<file path="config.mk">
export PLATFORM = sky130hd
export DESIGN_NAME = trap_ctrl_flat
export DESIGN_NICKNAME = d
export VERILOG_FILES = /design/src/rtl/trap_ctrl_if.sv /design/src/rtl/trap_ctrl.sv /design/src/flat_wrapper.sv
export SDC_FILE = /design/constraint.sdc
export NUM_CORES = 1
export LEC_CHECK = 0
export CORE_UTILIZATION = 30
export CTS_CLUSTER_DIAMETER = 200
export DETAILED_ROUTE_END_ITERATION = 16
export MAX_ROUTING_LAYER = met4
export PLACE_DENSITY = 0.81
export SETUP_SLACK_MARGIN = 0.5
export SYNTH_ARGS = -nofsm -noshare
export SYNTH_HDL_FRONTEND = slang
export SYNTH_SLANG_ARGS = --single-unit
</file>
<file path="constraint.sdc">
create_clock -name clk -period 2.2 [get_ports clk]
set_input_delay 0.44 -clock clk [delete_from_list [all_inputs] [get_ports clk]]
set_output_delay 0.44 -clock clk [all_outputs]
set_load 0.05 [all_outputs]
</file>
<file path="src/rtl/trap_ctrl_if.sv">
// Commit/CSR/fetch signal bundle for the trap controller.
// The slave modport is the trap controller's view; the master modport is
// the surrounding pipeline (commit stage, CSR file, fetch unit).
interface trap_ctrl_if #(
  parameter int XLEN      = 32,
  parameter int HART_ID_W = 1
);
  logic [HART_ID_W-1:0] hart_id;
  logic                 instr_valid;
  logic [XLEN-1:0]      instr_pc;
  logic                 exc_illegal;
  logic                 exc_ecall;
  logic                 is_mret;
  logic                 ext_irq;
  logic [XLEN-1:0]      mstatus_i;
  logic [XLEN-1:0]      mie_i;
  logic [XLEN-1:0]      mtvec_i;
  logic [XLEN-1:0]      mepc_i;
  logic                 trap_set;
  logic                 trap_mret;
  logic [HART_ID_W-1:0] trap_hart_id;
  logic [XLEN-1:0]      trap_mepc;
  logic [XLEN-1:0]      trap_mcause;
  logic                 redirect_valid;
  logic [XLEN-1:0]      redirect_pc;
  logic                 redirect_ready;
  logic                 commit_stall;

  modport master (
    output hart_id, instr_valid, instr_pc, exc_illegal, exc_ecall, is_mret,
           ext_irq, mstatus_i, mie_i, mtvec_i, mepc_i, redirect_ready,
    input  trap_set, trap_mret, trap_hart_id, trap_mepc, trap_mcause,
           redirect_valid, redirect_pc, commit_stall
  );

  modport slave (
    input  hart_id, instr_valid, instr_pc, exc_illegal, exc_ecall, is_mret,
           ext_irq, mstatus_i, mie_i, mtvec_i, mepc_i, redirect_ready,
    output trap_set, trap_mret, trap_hart_id, trap_mepc, trap_mcause,
           redirect_valid, redirect_pc, commit_stall
  );
endinterface

</file>
<file path="src/rtl/trap_ctrl.sv">
// Machine-mode trap controller: detects interrupts, exceptions and MRET at
// commit, pulses the CSR file once, then holds a fetch redirect until the
// fetch unit accepts it. The commit stage is stalled for the whole sequence.
module trap_ctrl #(
  parameter int XLEN      = 32,
  parameter int HART_NUM  = 2,
  parameter int HART_ID_W = 1
) (
  input  logic        clk,
  input  logic        rst,
  trap_ctrl_if.slave  bus
);

  typedef enum logic [1:0] {IDLE, PULSE, REDIRECT} state_e;

  localparam logic [XLEN-1:0] CauseIrq     = {1'b1, (XLEN-1)'(11)};
  localparam logic [XLEN-1:0] CauseIllegal = XLEN'(2);
  localparam logic [XLEN-1:0] CauseEcall   = XLEN'(11);

  state_e               state_q;
  logic                 irq_meta_q;
  logic                 irq_s_q;
  logic                 trap_set_q;
  logic                 trap_mret_q;
  logic                 redirect_valid_q;
  logic [HART_ID_W-1:0] hart_q;
  logic [XLEN-1:0]      mepc_q;
  logic [XLEN-1:0]      mcause_q;
  logic [XLEN-1:0]      redirect_pc_q;

  logic                 irq_take;
  logic                 event_det;
  logic [XLEN-1:0]      trap_vector;
  logic                 unused_bits;

  // Two-flop synchronizer for the asynchronous external interrupt level
  always_ff @(posedge clk or posedge rst) begin
    if (rst) begin
      irq_meta_q <= 1'b0;
      irq_s_q    <= 1'b0;
    end else begin
      irq_meta_q <= bus.ext_irq;
      irq_s_q    <= irq_meta_q;
    end
  end

  assign irq_take    = irq_s_q & bus.mstatus_i[3] & bus.mie_i[11] & bus.instr_valid;
  assign event_det   = (state_q == IDLE) &
                       (irq_take | (bus.instr_valid &
                                    (bus.exc_illegal | bus.exc_ecall | bus.is_mret)));
  assign trap_vector = {bus.mtvec_i[XLEN-1:2], 2'b00};

  // Only MIE/MEIE and the aligned vector base matter; the rest is sunk here
  assign unused_bits = ^{bus.mstatus_i[XLEN-1:4], bus.mstatus_i[2:0],
                         bus.mie_i[XLEN-1:12], bus.mie_i[10:0],
                         bus.mtvec_i[1:0], 32'(HART_NUM)};

  // Stall commit while a trap/MRET is in flight, including the detection cycle
  assign bus.commit_stall = (state_q != IDLE) | event_det;

  // Trap FSM: capture the winning event, pulse the CSR file, then hold redirect
  always_ff @(posedge clk or posedge rst) begin
    if (rst) begin
      state_q          <= IDLE;
      trap_set_q       <= 1'b0;
      trap_mret_q      <= 1'b0;
      redirect_valid_q <= 1'b0;
      hart_q           <= '0;
      mepc_q           <= '0;
      mcause_q         <= '0;
      redirect_pc_q    <= '0;
    end else begin
      case (state_q)
        IDLE: begin
          if (event_det) begin
            state_q <= PULSE;
            hart_q  <= bus.hart_id;
            if (irq_take) begin
              trap_set_q    <= 1'b1;
              mepc_q        <= bus.instr_pc;
              mcause_q      <= CauseIrq;
              redirect_pc_q <= trap_vector;
            end else if (bus.exc_illegal) begin
              trap_set_q    <= 1'b1;
              mepc_q        <= bus.instr_pc;
              mcause_q      <= CauseIllegal;
              redirect_pc_q <= trap_vector;
            end else if (bus.exc_ecall) begin
              trap_set_q    <= 1'b1;
              mepc_q        <= bus.instr_pc;
              mcause_q      <= CauseEcall;
              redirect_pc_q <= trap_vector;
            end else begin
              trap_mret_q   <= 1'b1;
              redirect_pc_q <= bus.mepc_i;
            end
          end
        end
        PULSE: begin
          trap_set_q       <= 1'b0;
          trap_mret_q      <= 1'b0;
          redirect_valid_q <= 1'b1;
          state_q          <= REDIRECT;
        end
        REDIRECT: begin
          if (bus.redirect_ready) begin
            redirect_valid_q <= 1'b0;
            state_q          <= IDLE;
          end
        end
        default: state_q <= IDLE;
      endcase
    end
  end

  assign bus.trap_set       = trap_set_q;
  assign bus.trap_mret      = trap_mret_q;
  assign bus.trap_hart_id   = hart_q;
  assign bus.trap_mepc      = mepc_q;
  assign bus.trap_mcause    = mcause_q;
  assign bus.redirect_valid = redirect_valid_q;
  assign bus.redirect_pc    = redirect_pc_q;

endmodule

</file>
<file path="src/flat_wrapper.sv">
// flat-port wrapper written by rule: the top's interface ports become plain ports
module trap_ctrl_flat 
#(
  parameter int XLEN      = 32,
  parameter int HART_NUM  = 2,
  parameter int HART_ID_W = 1
)
  (clk, rst, bus_hart_id, bus_instr_valid, bus_instr_pc, bus_exc_illegal, bus_exc_ecall, bus_is_mret, bus_ext_irq, bus_mstatus_i, bus_mie_i, bus_mtvec_i, bus_mepc_i, bus_redirect_ready, bus_trap_set, bus_trap_mret, bus_trap_hart_id, bus_trap_mepc, bus_trap_mcause, bus_redirect_valid, bus_redirect_pc, bus_commit_stall);
  trap_ctrl_if #(.XLEN(XLEN), .HART_ID_W(HART_ID_W)) bus_i ();
  input  logic clk;
  input  logic rst;
  input wire logic [$bits(bus_i.hart_id)-1:0] bus_hart_id;
  input wire logic [$bits(bus_i.instr_valid)-1:0] bus_instr_valid;
  input wire logic [$bits(bus_i.instr_pc)-1:0] bus_instr_pc;
  input wire logic [$bits(bus_i.exc_illegal)-1:0] bus_exc_illegal;
  input wire logic [$bits(bus_i.exc_ecall)-1:0] bus_exc_ecall;
  input wire logic [$bits(bus_i.is_mret)-1:0] bus_is_mret;
  input wire logic [$bits(bus_i.ext_irq)-1:0] bus_ext_irq;
  input wire logic [$bits(bus_i.mstatus_i)-1:0] bus_mstatus_i;
  input wire logic [$bits(bus_i.mie_i)-1:0] bus_mie_i;
  input wire logic [$bits(bus_i.mtvec_i)-1:0] bus_mtvec_i;
  input wire logic [$bits(bus_i.mepc_i)-1:0] bus_mepc_i;
  input wire logic [$bits(bus_i.redirect_ready)-1:0] bus_redirect_ready;
  output wire logic [$bits(bus_i.trap_set)-1:0] bus_trap_set;
  output wire logic [$bits(bus_i.trap_mret)-1:0] bus_trap_mret;
  output wire logic [$bits(bus_i.trap_hart_id)-1:0] bus_trap_hart_id;
  output wire logic [$bits(bus_i.trap_mepc)-1:0] bus_trap_mepc;
  output wire logic [$bits(bus_i.trap_mcause)-1:0] bus_trap_mcause;
  output wire logic [$bits(bus_i.redirect_valid)-1:0] bus_redirect_valid;
  output wire logic [$bits(bus_i.redirect_pc)-1:0] bus_redirect_pc;
  output wire logic [$bits(bus_i.commit_stall)-1:0] bus_commit_stall;
  assign bus_i.hart_id = bus_hart_id;
  assign bus_i.instr_valid = bus_instr_valid;
  assign bus_i.instr_pc = bus_instr_pc;
  assign bus_i.exc_illegal = bus_exc_illegal;
  assign bus_i.exc_ecall = bus_exc_ecall;
  assign bus_i.is_mret = bus_is_mret;
  assign bus_i.ext_irq = bus_ext_irq;
  assign bus_i.mstatus_i = bus_mstatus_i;
  assign bus_i.mie_i = bus_mie_i;
  assign bus_i.mtvec_i = bus_mtvec_i;
  assign bus_i.mepc_i = bus_mepc_i;
  assign bus_i.redirect_ready = bus_redirect_ready;
  assign bus_trap_set = bus_i.trap_set;
  assign bus_trap_mret = bus_i.trap_mret;
  assign bus_trap_hart_id = bus_i.trap_hart_id;
  assign bus_trap_mepc = bus_i.trap_mepc;
  assign bus_trap_mcause = bus_i.trap_mcause;
  assign bus_redirect_valid = bus_i.redirect_valid;
  assign bus_redirect_pc = bus_i.redirect_pc;
  assign bus_commit_stall = bus_i.commit_stall;
  trap_ctrl #(.XLEN(XLEN), .HART_NUM(HART_NUM), .HART_ID_W(HART_ID_W)) u_core (.clk(clk), .rst(rst), .bus(bus_i));
endmodule
</file>
==> run_results.csv <==
group,metric,value,unit
route,drt_iter0_markers,74,
synthesis,synthCells,270,
clocking,clock_sinks,75,
final_layout,ff_latch_area,1880,um2
synthesis,async_flop_share,100,%
floorplanning,start_util,30.8,%
route,vias_per_cell,4.34,
global_route,grt_usage,15.5,%
timing,min_period,1.68,ns
synthesis,ys_types,30,
setup_path,worstPathArrival,1.91,ns
synthesis,synthesis.area,3340,um2
final_layout,syn_to_final_growth,59.6,%
synthesis,ys_warn_count,0,
clocking,clk_pin_slew,0.08,ns
global_route,grt_max_degree,76,
clocking,cts_tree,"done",
final_layout,finalNetCount,632,
timing,maxSlewViolCount,0,
setup_path,rr_startpoint,"u_core.irq_s_q",
clocking,clk_path_buf_depth,2,
clocking,htree_num_levels,3,
setup_path,critPathMaxFanout,17,
route,vias,2641,
setup_path,worst-path-stages,7,
placement,hpwl,6100,um
timing,clock-skew-final,0.0121,ns
floorplanning,die_w,107,um
hold_path,hold_path.class,"flop to flop",
synthesis,yosysTopAreaCell,"dfrtp_1",
synthesis,synth_area_per_cell,12.4,um2
global_route,antenna_found_initial,0,
synthesis,ys.flop_type,"dfrtp_1",
route,ant_nets,0,
route,wl,8450,um
clocking,hold_buffers,0,
final_layout,diodes,0,
global_route,grt_pass1_wl,13100,um
global_route,overflow,0,
placement,place_congestion,0.679,
setup_path,rrSetupSlack,0.58,ns
timing,fin_setup_tns,0,ns
pwr,power.leakage,2.54,nW
pwr,powerDensity,1510,nW/um2
final_layout,fin_util,49.1,%
final_layout,drive_gt1_share,26.7,%
synthesis,synth_top_area_share,56.3,%
setup_path,cpMaxStageDelayCell,"a211o_4",
route,drc,0,
final_layout,n_fill_cell,997,
final_layout,multi_input_area,1320,um2
timing,rsz0062_at_grt,"true",
floorplanning,fp-row-count,38,
setup_path,path_cells,"clkdlybuf4s15_1, o31ai_4, buf_4, a211o_4, inv_8, nand2_4, mux2_2",
synthesis,synth.most_common_cell,"dfrtp_1",
synthesis,synth_area_leaders,"dfrtp_1 56%, mux2_2 9.5%, mux2i_1 9.0%, buf_4 6.5%, o21ai_0 4.7%",
setup_path,critPathLaunch,"bus_instr_valid",
setup_path,endpoint,"u_core.bus.trap_mepc[19]",
setup_path,critical_path.startpoint_type,"input pin",
placement,io_buffer_count,177,
synthesis,synth_edf_count,0,
timing,hold_violations,0,
synthesis,synth_seq_cells,75,
setup_path,r2r_end,"u_core.bus.trap_mepc[19]",
run,cap_viol_max_count,0,
clocking,cts-root-buf,"clkbuf_8",
setup_path,required,2.43,ns
route,dr.pass1.iters,4,
floorplanning,io_pins,270,
timing,slew_headroom,66.2,%
setup_path,path_buf_inv,3,
timing,max_freq,594,MHz
setup_path,crit_type,"input pin to flop",
setup_path,critPathMaxStageDelay,0.35,ns
floorplanning,die-area,11500,um2
setup_path,cp_top_family,"buffers and inverters",
clocking,clock_latency,0.34,ns
floorplanning,core_area,10800,um2
run_status,outcome,"finished, final reports clean",
synthesis,netlist_top_cells_count,"75 x dfrtp_1, 31 x nand2_1, 31 x o21ai_0",
timing,worst_pin_slew,0.509,ns
setup_path,rr_worst_depth,5,
timing,setup_violations,0,
floorplanning,die_h,107,um
clocking,cts_buffers,9,
route,wl_per_cell,13.9,um
timing,period_share,76.5,%
pwr,ir_drop,0.000737,V
synthesis,ys_seq_area_share,56.3,%
global_route,grt_pass1_vias,2591,
setup_path,critPathCaptureType,"flop",
==> worst reg2reg max path, cell delays in order, from the launching register on <==
cell and delay [ns]:
dfrtp_1 0.35, nand4_2 0.13, a211o_4 0.40, inv_8 0.13
nand2_4 0.18, mux2_2 0.33
==> kinds of logic after synthesis <==
kind of cell           after synthesis  share of synthesized area [%]
other                                1                          0.112
multiplexers                        63                           20.7
AO/OA/AOI/OAI                       42                           6.98
buffers and inverters               46                           9.90
flip-flops                          75                           56.3
AND/OR/NAND/NOR                     43                           6.04
==> layout by cell type (no fill, tap or decap), types with 6 or more instances in the layout <==
cell              n
buf_4            11
clkbuf_2         41
clkbuf_8          9
clkdlybuf4s15_1  28
clkdlybuf4s50_1  98
conb_1           28
dfrtp_1          74
mux2_2           27
mux2_4            6
mux2i_1          30
nand2_1          31
o21ai_0          31
==> metal layers <==
metal | share of wire (%) | track usage (%)
met5 | 0 | -
met4 | 0.46 | 4.11
met3 | 7.8 | 4.42
met2 | 50 | 26.5
met1 | 41 | 17.7
==> registers in the layout, indices dropped and copies added (netlist names) <==
register and cells:
u_core.bus.trap_mret 1, u_core.bus.trap_mcause 3, u_core.bus.trap_set 1, u_core.bus.trap_mepc 32, u_core.state_q 2, u_core.irq_meta_q 1, u_core.bus.trap_hart_id 1, u_core.irq_s_q 1
u_core.bus.redirect_pc 32, u_core.bus.redirect_valid 1
==> worst min-delay path by stage <==
| stage | start | end | slack, ns | cells past startpoint |
|---|---|---|---|---|
| 6_report | u_core.irq_meta_q | u_core.irq_s_q | 0.40 | 0 |
| 5_1_grt | u_core.irq_meta_q | u_core.irq_s_q | 0.40 | 0 |
| 4_1_cts | u_core.irq_meta_q | u_core.irq_s_q | 0.41 | 0 |
| 3_5_place_dp | u_core.irq_meta_q | u_core.irq_s_q | 0.39 | 0 |
| 3_3_place_gp | u_core.irq_meta_q | u_core.irq_s_q | 0.38 | 0 |
| 2_1_floorplan | u_core.irq_meta_q | u_core.irq_s_q | 0.33 | 0 |
==> repair_timing <==
item | 4_1_cts | 5_1_grt
pin swaps | 4 | 1
endpoints found under the setup margin | 141 | 104
hold endpoints to repair | 0 | 0
buffers inserted | 2 | 2
resized for setup | 113 | 98
cloned | 3 | 0
==> stage by stage <==
stage | cell area [um2] | worst slack (ns) | std cells | total power, mW | hold WS, ns
after global placement | 5200 | -0.0694 | 585 | 7.30 | 0.382
final | 5330 | 0.517 | 608 | 8.02 | 0.395
after detailed placement | 5200 | -0.115 | 585 | 7.40 | 0.393
after floorplan | 3450 | 0.491 | 297 | 5.72 | 0.331
after CTS | 5420 | 0.317 | 606 | 8.18 | 0.412
after global routing | 5330 | 0.457 | 608 | 8.48 | 0.404
==> layout make-up <==
cell class / instances / area share (%)
timing repair buffer: 194 / 32.5
multi-input combinational: 179 / 24.9
inverter: 4 / 0.493
clock buffer: 9 / 2.33
tap: 140 / 3.29
clock inverter: 7 / 1.29
sequential: 75 / 35.3
==> power breakdown <==
part	total (mW)	internal (mW)	leakage, nW	switching [mW]
registers	2.38	2.02	0.901	0.354
clock network	1.04	0.520	0.0950	0.525
logic	4.59	1.33	1.55	3.26
total	8.02	3.87	2.54	4.14
(Power assumes the default switching activity.)
